==> src/rtl/button_input_ctrl_pkg.sv <==
// ---------------------------------------------------------------------------
// button_input_ctrl_pkg
// Shared types and constants for the board button conditioning path.
// dir_t is also consumed by drawing_logic, so its encoding must stay fixed:
// DIR_UP=0, DIR_DOWN=1, DIR_LEFT=2, DIR_RIGHT=3.
// Contents:
//   dir_t                 - direction handed to the game logic
//   pend_state_t          - request holding state inside button_input_ctrl
//   BTN_U/BTN_D/BTN_L/BTN_R - bit index of each button in the 4-bit vectors
//   *_DEFAULT             - default timing parameters for a 25 MHz pixel clock
//   press_winner()        - fixed-priority pick among simultaneous presses
// ---------------------------------------------------------------------------
package button_input_ctrl_pkg;

   typedef enum logic [1:0] {
      DIR_UP    = 2'd0,
      DIR_DOWN  = 2'd1,
      DIR_LEFT  = 2'd2,
      DIR_RIGHT = 2'd3
   } dir_t;

   typedef enum logic {
      ST_IDLE    = 1'b0,
      ST_PENDING = 1'b1
   } pend_state_t;

   localparam int BTN_U = 0;
   localparam int BTN_D = 1;
   localparam int BTN_L = 2;
   localparam int BTN_R = 3;

   // 10 ms of stable input at 25 MHz before a level is accepted
   localparam int DEBOUNCE_CYCLES_DEFAULT = 250000;
   localparam int SYNC_STAGES_DEFAULT     = 2;
   localparam int REPEAT_FRAMES_DEFAULT   = 8;

   // Up beats down beats left beats right when several presses land together.
   // Callers only use the result when at least one press bit is set.
   function automatic dir_t press_winner(input logic [3:0] press);
      dir_t w;
      if (press[BTN_U])
         w = DIR_UP;
      else if (press[BTN_D])
         w = DIR_DOWN;
      else if (press[BTN_L])
         w = DIR_LEFT;
      else
         w = DIR_RIGHT;
      return w;
   endfunction

endpackage

==> src/rtl/button_input_ctrl_if.sv <==
// ---------------------------------------------------------------------------
// button_input_ctrl_if
// Bundles the frame strobe, raw buttons and all conditioned outputs of
// button_input_ctrl.
//   frame_stb  - one-cycle start-of-frame strobe
//   btn_raw    - asynchronous buttons, [0]=U [1]=D [2]=L [3]=R
//   btn_level  - debounced level per button
//   btn_press  - one-cycle pulse per debounced press
//   dir        - direction handed over at the last frame strobe
//   dir_valid  - one-cycle pulse the cycle after a handover
//   pending    - a request is held and not yet handed over
// Modports: master drives strobe/buttons (board side), slave is the
// conditioning block itself.
// ---------------------------------------------------------------------------
interface button_input_ctrl_if;
   import button_input_ctrl_pkg::*;

   logic       frame_stb;
   logic [3:0] btn_raw;
   logic [3:0] btn_level;
   logic [3:0] btn_press;
   dir_t       dir;
   logic       dir_valid;
   logic       pending;

   modport master (
      output frame_stb,
      output btn_raw,
      input  btn_level,
      input  btn_press,
      input  dir,
      input  dir_valid,
      input  pending
   );

   modport slave (
      input  frame_stb,
      input  btn_raw,
      output btn_level,
      output btn_press,
      output dir,
      output dir_valid,
      output pending
   );

endinterface

==> src/rtl/button_input_ctrl_btn_debounce.sv <==
// ---------------------------------------------------------------------------
// btn_debounce
// One button: SYNC_STAGES-deep synchronizer, counter-based debounce and
// registered rising-edge detect.
// Ports:
//   vga_pix_clk - pixel clock, all logic on its rising edge
//   rst_n       - synchronous active-low reset
//   raw         - asynchronous button input
//   level       - debounced stable level
//   press       - one-cycle pulse one cycle after level rises
// Parameters:
//   DEBOUNCE_CYCLES - cycles the synchronized input must differ before the
//                     stable level flips (must be >= 2)
//   SYNC_STAGES     - synchronizer depth, 2..4
// ---------------------------------------------------------------------------
module btn_debounce
   import button_input_ctrl_pkg::*;
#(
   parameter int DEBOUNCE_CYCLES = DEBOUNCE_CYCLES_DEFAULT,
   parameter int SYNC_STAGES     = SYNC_STAGES_DEFAULT
) (
   input  logic vga_pix_clk,
   input  logic rst_n,
   input  logic raw,
   output logic level,
   output logic press
);

   localparam int CW = $clog2(DEBOUNCE_CYCLES + 1);
   localparam logic [CW-1:0] CNT_LAST = CW'(DEBOUNCE_CYCLES - 1);

   logic [SYNC_STAGES-1:0] sync_ff;
   logic                   sync_bit;
   logic [CW-1:0]          cnt;
   logic                   level_q;

   assign sync_bit = sync_ff[SYNC_STAGES-1];

   // Shift chain bringing the asynchronous button into the pixel clock
   // domain; only the last stage is ever looked at.
   always_ff @(posedge vga_pix_clk) begin
      if (!rst_n)
         sync_ff <= '0;
      else
         sync_ff <= {sync_ff[SYNC_STAGES-2:0], raw};
   end

   // The counter measures how long the synchronized input has disagreed with
   // the accepted level. Any agreement restarts it, so a bounce shorter than
   // DEBOUNCE_CYCLES never flips the level. It is cleared on the flip itself,
   // which is why it can never run past CNT_LAST and wrap.
   always_ff @(posedge vga_pix_clk) begin
      if (!rst_n) begin
         cnt   <= '0;
         level <= 1'b0;
      end else if (sync_bit == level) begin
         cnt <= '0;
      end else if (cnt == CNT_LAST) begin
         cnt   <= '0;
         level <= ~level;
      end else begin
         cnt <= cnt + CW'(1);
      end
   end

   // Registered rising-edge detect: the press pulse appears the cycle after
   // the level rises and lasts exactly one cycle; releases produce nothing.
   always_ff @(posedge vga_pix_clk) begin
      if (!rst_n) begin
         level_q <= 1'b0;
         press   <= 1'b0;
      end else begin
         level_q <= level;
         press   <= level & ~level_q;
      end
   end

endmodule

==> src/rtl/button_input_ctrl.sv <==
// ---------------------------------------------------------------------------
// button_input_ctrl
// Conditions the four board buttons for drawing_logic: each button is
// synchronized, debounced and edge-detected (btn_debounce x4), presses are
// arbitrated into one pending direction, and that direction is handed over
// once per frame on frame_stb.
// Ports:
//   vga_pix_clk - pixel clock, all logic on its rising edge
//   rst_n       - synchronous active-low reset
//   bus         - button_input_ctrl_if.slave (frame_stb, btn_raw in;
//                 btn_level, btn_press, dir, dir_valid, pending out)
// Optional build macro:
//   BTN_AUTOREPEAT_EN - when defined, a held button re-injects a press every
//                       REPEAT_FRAMES frame strobes; when undefined a held
//                       button gives exactly one press.
// ---------------------------------------------------------------------------
module button_input_ctrl
   import button_input_ctrl_pkg::*;
#(
   parameter int DEBOUNCE_CYCLES = DEBOUNCE_CYCLES_DEFAULT,
   parameter int SYNC_STAGES     = SYNC_STAGES_DEFAULT,
   parameter int REPEAT_FRAMES   = REPEAT_FRAMES_DEFAULT
) (
   input  logic vga_pix_clk,
   input  logic rst_n,
   button_input_ctrl_if.slave bus
);

   logic [3:0]  deb_level;
   logic [3:0]  deb_press;
   logic [3:0]  rep_press;
   logic [3:0]  press_all;
   logic        any_press;
   dir_t        win_dir;

   pend_state_t state;
   pend_state_t state_nxt;
   logic        handover;

   dir_t        pending_dir;
   dir_t        dir_q;
   logic        dir_valid_q;

   // One conditioning slice per button
   for (genvar i = 0; i < 4; i++) begin : g_btn
      btn_debounce #(
         .DEBOUNCE_CYCLES (DEBOUNCE_CYCLES),
         .SYNC_STAGES     (SYNC_STAGES)
      ) u_btn_debounce (
         .vga_pix_clk (vga_pix_clk),
         .rst_n       (rst_n),
         .raw         (bus.btn_raw[i]),
         .level       (deb_level[i]),
         .press       (deb_press[i])
      );
   end

`ifdef BTN_AUTOREPEAT_EN
   localparam int RCW = $clog2(REPEAT_FRAMES + 1);
   localparam logic [RCW-1:0] REP_LAST = RCW'(REPEAT_FRAMES - 1);

   logic [RCW-1:0] rep_cnt [4];

   // Auto-repeat: while a button is held, count frame strobes and inject a
   // press the cycle after every REPEAT_FRAMES-th one. Releasing the button
   // restarts the count so the next hold waits a full repeat period.
   always_ff @(posedge vga_pix_clk) begin
      for (int i = 0; i < 4; i++) begin
         if (!rst_n || !deb_level[i]) begin
            rep_cnt[i]   <= '0;
            rep_press[i] <= 1'b0;
         end else if (bus.frame_stb && (rep_cnt[i] == REP_LAST)) begin
            rep_cnt[i]   <= '0;
            rep_press[i] <= 1'b1;
         end else if (bus.frame_stb) begin
            rep_cnt[i]   <= rep_cnt[i] + RCW'(1);
            rep_press[i] <= 1'b0;
         end else begin
            rep_press[i] <= 1'b0;
         end
      end
   end
`else
   logic unused_repeat_cfg;

   assign rep_press         = '0;
   assign unused_repeat_cfg = ^REPEAT_FRAMES;
`endif

   assign press_all = deb_press | rep_press;
   assign any_press = |press_all;
   assign win_dir   = press_winner(press_all);

   // Request state register
   always_ff @(posedge vga_pix_clk) begin
      if (!rst_n)
         state <= ST_IDLE;
      else
         state <= state_nxt;
   end

   // A frame strobe hands over whenever there is something to hand over,
   // either a held request or a press landing in the strobe cycle itself.
   // A press outside a strobe cycle (re)arms the pending request.
   always_comb begin
      state_nxt = state;
      handover  = 1'b0;
      if (bus.frame_stb && ((state == ST_PENDING) || any_press)) begin
         handover  = 1'b1;
         state_nxt = ST_IDLE;
      end else if (any_press) begin
         state_nxt = ST_PENDING;
      end
   end

   // Direction datapath: the most recent press always overwrites the held
   // direction, and a press in the strobe cycle bypasses the held value so
   // the game sees it this frame rather than the next.
   always_ff @(posedge vga_pix_clk) begin
      if (!rst_n) begin
         pending_dir <= DIR_RIGHT;
         dir_q       <= DIR_RIGHT;
         dir_valid_q <= 1'b0;
      end else begin
         dir_valid_q <= handover;
         if (any_press)
            pending_dir <= win_dir;
         if (handover)
            dir_q <= any_press ? win_dir : pending_dir;
      end
   end

   assign bus.btn_level = deb_level;
   assign bus.btn_press = press_all;
   assign bus.dir       = dir_q;
   assign bus.dir_valid = dir_valid_q;
   assign bus.pending   = (state == ST_PENDING);

endmodule

==> src/flat_wrapper.sv <==
// flat-port wrapper written by rule: the top's interface ports become plain ports
module button_input_ctrl_flat import button_input_ctrl_pkg::*;
#(
   parameter int DEBOUNCE_CYCLES = DEBOUNCE_CYCLES_DEFAULT,
   parameter int SYNC_STAGES     = SYNC_STAGES_DEFAULT,
   parameter int REPEAT_FRAMES   = REPEAT_FRAMES_DEFAULT
)
  (vga_pix_clk, rst_n, bus_frame_stb, bus_btn_raw, bus_btn_level, bus_btn_press, bus_dir, bus_dir_valid, bus_pending);
  button_input_ctrl_if bus_i ();
  input  logic vga_pix_clk;
  input  logic rst_n;
  input wire logic [$bits(bus_i.frame_stb)-1:0] bus_frame_stb;
  input wire logic [$bits(bus_i.btn_raw)-1:0] bus_btn_raw;
  output wire logic [$bits(bus_i.btn_level)-1:0] bus_btn_level;
  output wire logic [$bits(bus_i.btn_press)-1:0] bus_btn_press;
  output wire logic [$bits(bus_i.dir)-1:0] bus_dir;
  output wire logic [$bits(bus_i.dir_valid)-1:0] bus_dir_valid;
  output wire logic [$bits(bus_i.pending)-1:0] bus_pending;
  assign bus_i.frame_stb = bus_frame_stb;
  assign bus_i.btn_raw = bus_btn_raw;
  assign bus_btn_level = bus_i.btn_level;
  assign bus_btn_press = bus_i.btn_press;
  assign bus_dir = bus_i.dir;
  assign bus_dir_valid = bus_i.dir_valid;
  assign bus_pending = bus_i.pending;
  button_input_ctrl #(.DEBOUNCE_CYCLES(DEBOUNCE_CYCLES), .SYNC_STAGES(SYNC_STAGES), .REPEAT_FRAMES(REPEAT_FRAMES)) u_core (.vga_pix_clk(vga_pix_clk), .rst_n(rst_n), .bus(bus_i));
endmodule
==> config.mk <==
export PLATFORM = sky130hd
export DESIGN_NAME = button_input_ctrl_flat
export DESIGN_NICKNAME = d
export VERILOG_FILES = /design/src/rtl/button_input_ctrl_pkg.sv /design/src/rtl/button_input_ctrl_if.sv /design/src/rtl/button_input_ctrl_btn_debounce.sv /design/src/rtl/button_input_ctrl.sv /design/src/flat_wrapper.sv
export SDC_FILE = /design/constraint.sdc
export NUM_CORES = 1
export LEC_CHECK = 0
export CORE_ASPECT_RATIO = 0.8
export CORE_MARGIN = 1.5
export CORE_UTILIZATION = 60
export DETAILED_ROUTE_END_ITERATION = 16
export MAX_ROUTING_LAYER = met4
export PLACE_DENSITY = 0.79
export SLEW_MARGIN = 20
export SYNTH_ARGS = -nofsm -noshare
export SYNTH_HDL_FRONTEND = slang
export SYNTH_SLANG_ARGS = --single-unit
==> constraint.sdc <==
create_clock -name vga_pix_clk -period 5.8 [get_ports vga_pix_clk]
set_input_delay 0.87 -clock vga_pix_clk [delete_from_list [all_inputs] [get_ports vga_pix_clk]]
set_output_delay 0.87 -clock vga_pix_clk [all_outputs]
set_load 0.01 [all_outputs]
==> out/qor.yml <==
outcome:
  run_status: "finished, final reports clean"
layout:
  num_antenna_cells: 0
  drive_above_1_share_pct: 5.85
  final_nets: 485
  finalInstanceArea_mm2: 0.00451
  synthToLayoutAreaGrowth_pct: 10.2
clock_network:
  cts_tree: "done"
  cts-resized-gates: 0
  post_cts_buffers: 0
  cts.sink_count: 98
  root_buffer: "clkbuf_8"
  path_clk_slew_ns: 0.09
  numCtsBuffers: 9
  cts.path.max_buffers: 2
  hold_buffers: 0
  htree_levels: 3
  clk_latency_ns: 0.35
critical_path:
  crit_chain: "ha_1 -> nand3_1 -> or3_1 -> o211ai_2 -> nor2_1"
  path_max_fanout: 17
  crit_path_max_incr_delay_ns: 0.61
  worst-path-stages: 5
  arrival_ns: 2.47
  worst_setup_path_start_kind: "flop"
  r2r_cells: 5
  worst-path-buf-inv: 0
  crit_family: "simple AND/OR/NAND/NOR gates"
  cp.required_ns: 6.02
  crit_path_end_kind: "flop"
  cp_slowest_cell: "o211ai_2"
  critical_path_class: "reg2reg"
floorplanning:
  dieArea_mm2: 0.00733
  die-height_um: 76.9
  initial_core_util_pct: 62.9
  pin_count: 19
  rows: 26
  fp.coreArea_mm2: 0.00651
  die_x_um: 95.4
synthesis:
  synth_seq_cells: 98
  seq_area_frac_synth_pct: 47.9
  synthSimpleGateAreaFrac_pct: 28.8
  muxShareOfSynthArea_pct: 0.978
  synth.distinct_cells: 38
  syn_area_mm2: 0.00409
  synth_area_per_cell_um2: 8.90
  synth_edf_count: 0
  syn_inst: 460
  syn_nets: 471
  synth-main-ff-cell: "dfxtp_1"
  synth-xor-area-share_pct: 12.8
  synth_top_family_by_area: "simple AND/OR/NAND/NOR gates"
  synth_compound_gate_area_share_pct: 4.16
  synth_fa_ha_area_share_pct: 1.22
  async_reset_ff_share_pct: 0
  yosysWarnings: 0
power_and_ir_drop:
  internal-power_uw: 925
  p_leak_nw: 1.43
  p_sw_uw: 236
  pwr-share-seq_pct: 58.4
  vdd_ir_drop_max_v: 0.000143
  netSwitchingFraction_pct: 20.3
  power_frac_clock_pct: 40.2
  power_frac_comb_pct: 1.4
  power_density_mw_per_mm2: 257
drt:
  wl_um: 7250
  wl_per_cell_um: 12.9
  avgViaCountPerCell: 5.42
  dr.pass1.iters: 4
  drc: 0
  num_vias: 3051
  dr.first_iter.drc_count: 113
  detail-route-antenna-nets: 0
placed_design:
  gp_congestion: 0.800
  port_buffers: 18
  dpl.hpwl_um: 5060
  place_area_mm2: 0.00429
min_path:
  hold_depth: 1
  hold_class: "reg2reg"
sta:
  slew_headroom_pct: 54.0
  tightest_slew_ns: 0.688
  hold_slack_ns: 0.388
  grt_setup_unrepaired: "no"
  period_minus_slack_ns: 2.25
  hold_viol: 0
  setup_viol: 0
  timing.fmax_ghz: 0.445
  finClkSkew_ns: 0.00791
  slew_viol_final: 0
  post-route-period-util_pct: 38.8
  finalSetupTns_ns: 0
global_route:
  grt_pass1_wl_um: 12900
  grt_util_all_layers_pct: 22.7
  gr-total-overflow: 0
  grt_antenna_before_repair: 0
  grt_max_degree: 26
  grt_pass1_vias: 2884
run:
  max-cap-violations: 0
==> power by group through the flow <==
stage	clock, mW	sequential (mW)	combinational, mW
after floorplan	0	0.693	0.00940
after global placement	0	0.693	0.0162
after detailed placement	0	0.693	0.0167
after CTS	0.480	0.677	0.0169
after global routing	0.504	0.678	0.0187
final	0.467	0.677	0.0166
==> synthesized netlist by cell type, types with 3 or more instances <==
cell	number	area [um^2]
a21oi_1	7	35.0
and2_1	9	56.3
and3_1	7	43.8
buf_4	8	60.1
clkbuf_1	7	26.3
dfxtp_1	98	1960
ha_1	4	50.1
inv_1	17	63.8
mux2i_1	4	40.0
nand2_1	29	109
nand3_1	30	150
nand4_1	13	81.3
nor2_1	83	312
nor3_1	17	85.1
nor4_1	23	144
nor4b_1	3	26.3
o21ai_0	6	30.0
o31ai_1	3	22.5
or3_1	8	50.1
or4_1	5	37.5
xnor2_1	45	394
xor2_1	15	131
==> final timing paths <==
path	start	end	slack, ns
min reg2reg	u_core.g_btn[3].u_btn_debounce.level_q	u_core.g_btn[3].u_btn_debounce.press	0.39
max reg2reg	u_core.g_btn[2].u_btn_debounce.cnt[0]	u_core.g_btn[2].u_btn_debounce.cnt[16]	3.55
min	u_core.g_btn[3].u_btn_debounce.level_q	u_core.g_btn[3].u_btn_debounce.press	0.39
max	u_core.g_btn[2].u_btn_debounce.cnt[0]	u_core.g_btn[2].u_btn_debounce.cnt[16]	3.55
==> registers in the layout (all words and copies together) (netlist names) <==
register	cells
u_core.pending_dir	2
u_core.g_btn.u_btn_debounce.sync_ff	8
u_core.g_btn.u_btn_debounce.press	4
u_core.bus.dir	2
u_core.bus.dir_valid	1
u_core.g_btn.u_btn_debounce.cnt	72
u_core.g_btn.u_btn_debounce.level	4
u_core.g_btn.u_btn_debounce.level_q	4
u_core.bus.pending	1
==> kinds of logic (layout without fill, tap and decap cells) <==
group	after synthesis	in the layout
flip-flops	98	98
AND/OR/NAND/NOR	236	236
XOR/XNOR	60	60
buffers and inverters	34	53
AO/OA/AOI/OAI	24	24
adder cells (fa/ha/maj)	4	4
multiplexers	4	4
==> per-layer routing <==
metal  wire (um)  up-vias  global-route usage, %
met1        3620     1401                   30.1
met2        3310       46                   33.9
met4          68        0                   5.67
li1            -     1599                      -
met5           0        -                      -
met3         250        5                   6.85
==> final cells by class <==
type | count | area [um^2]
repair buffers | 20 | 195
fillers | 545 | 2000
clock buffers | 9 | 124
clock inverters | 7 | 91.3
multi-input cells | 328 | 1970
inverters | 17 | 63.8
well taps | 84 | 105
flip-flops and latches | 98 | 1960
==> metrics by stage <==
step / util, % / setup slack, ns / power, mW / instances
floorplan: - / 3.93 / 0.702 / 460
global placement: 66.0 / 3.27 / 0.709 / 547
detailed placement: 66.0 / 3.19 / 0.710 / 547
CTS: 69.3 / 3.50 / 1.17 / 563
global route: 69.3 / 3.33 / 1.20 / 563
finish: 69.3 / 3.55 / 1.16 / 563
==> placed cells by master (no fill, tap or decap), drive strengths merged, types with 4 or more instances in the layout <==
master,synthesis,routed
dfxtp,98,98
mux2i,4,4
ha,4,4
inv,17,18
and3,7,7
or4,5,5
clkbuf,7,9
nand3,30,30
o21ai,8,8
and2,9,9
clkdlybuf4s50,0,18
xnor2,45,45
nand2,29,29
nand4,15,15
or3,9,9
a21oi,7,7
nor2,83,83
xor2,15,15
nor3,17,17
nor4,23,23
Note: power is estimated with default switching activity, not from simulation.
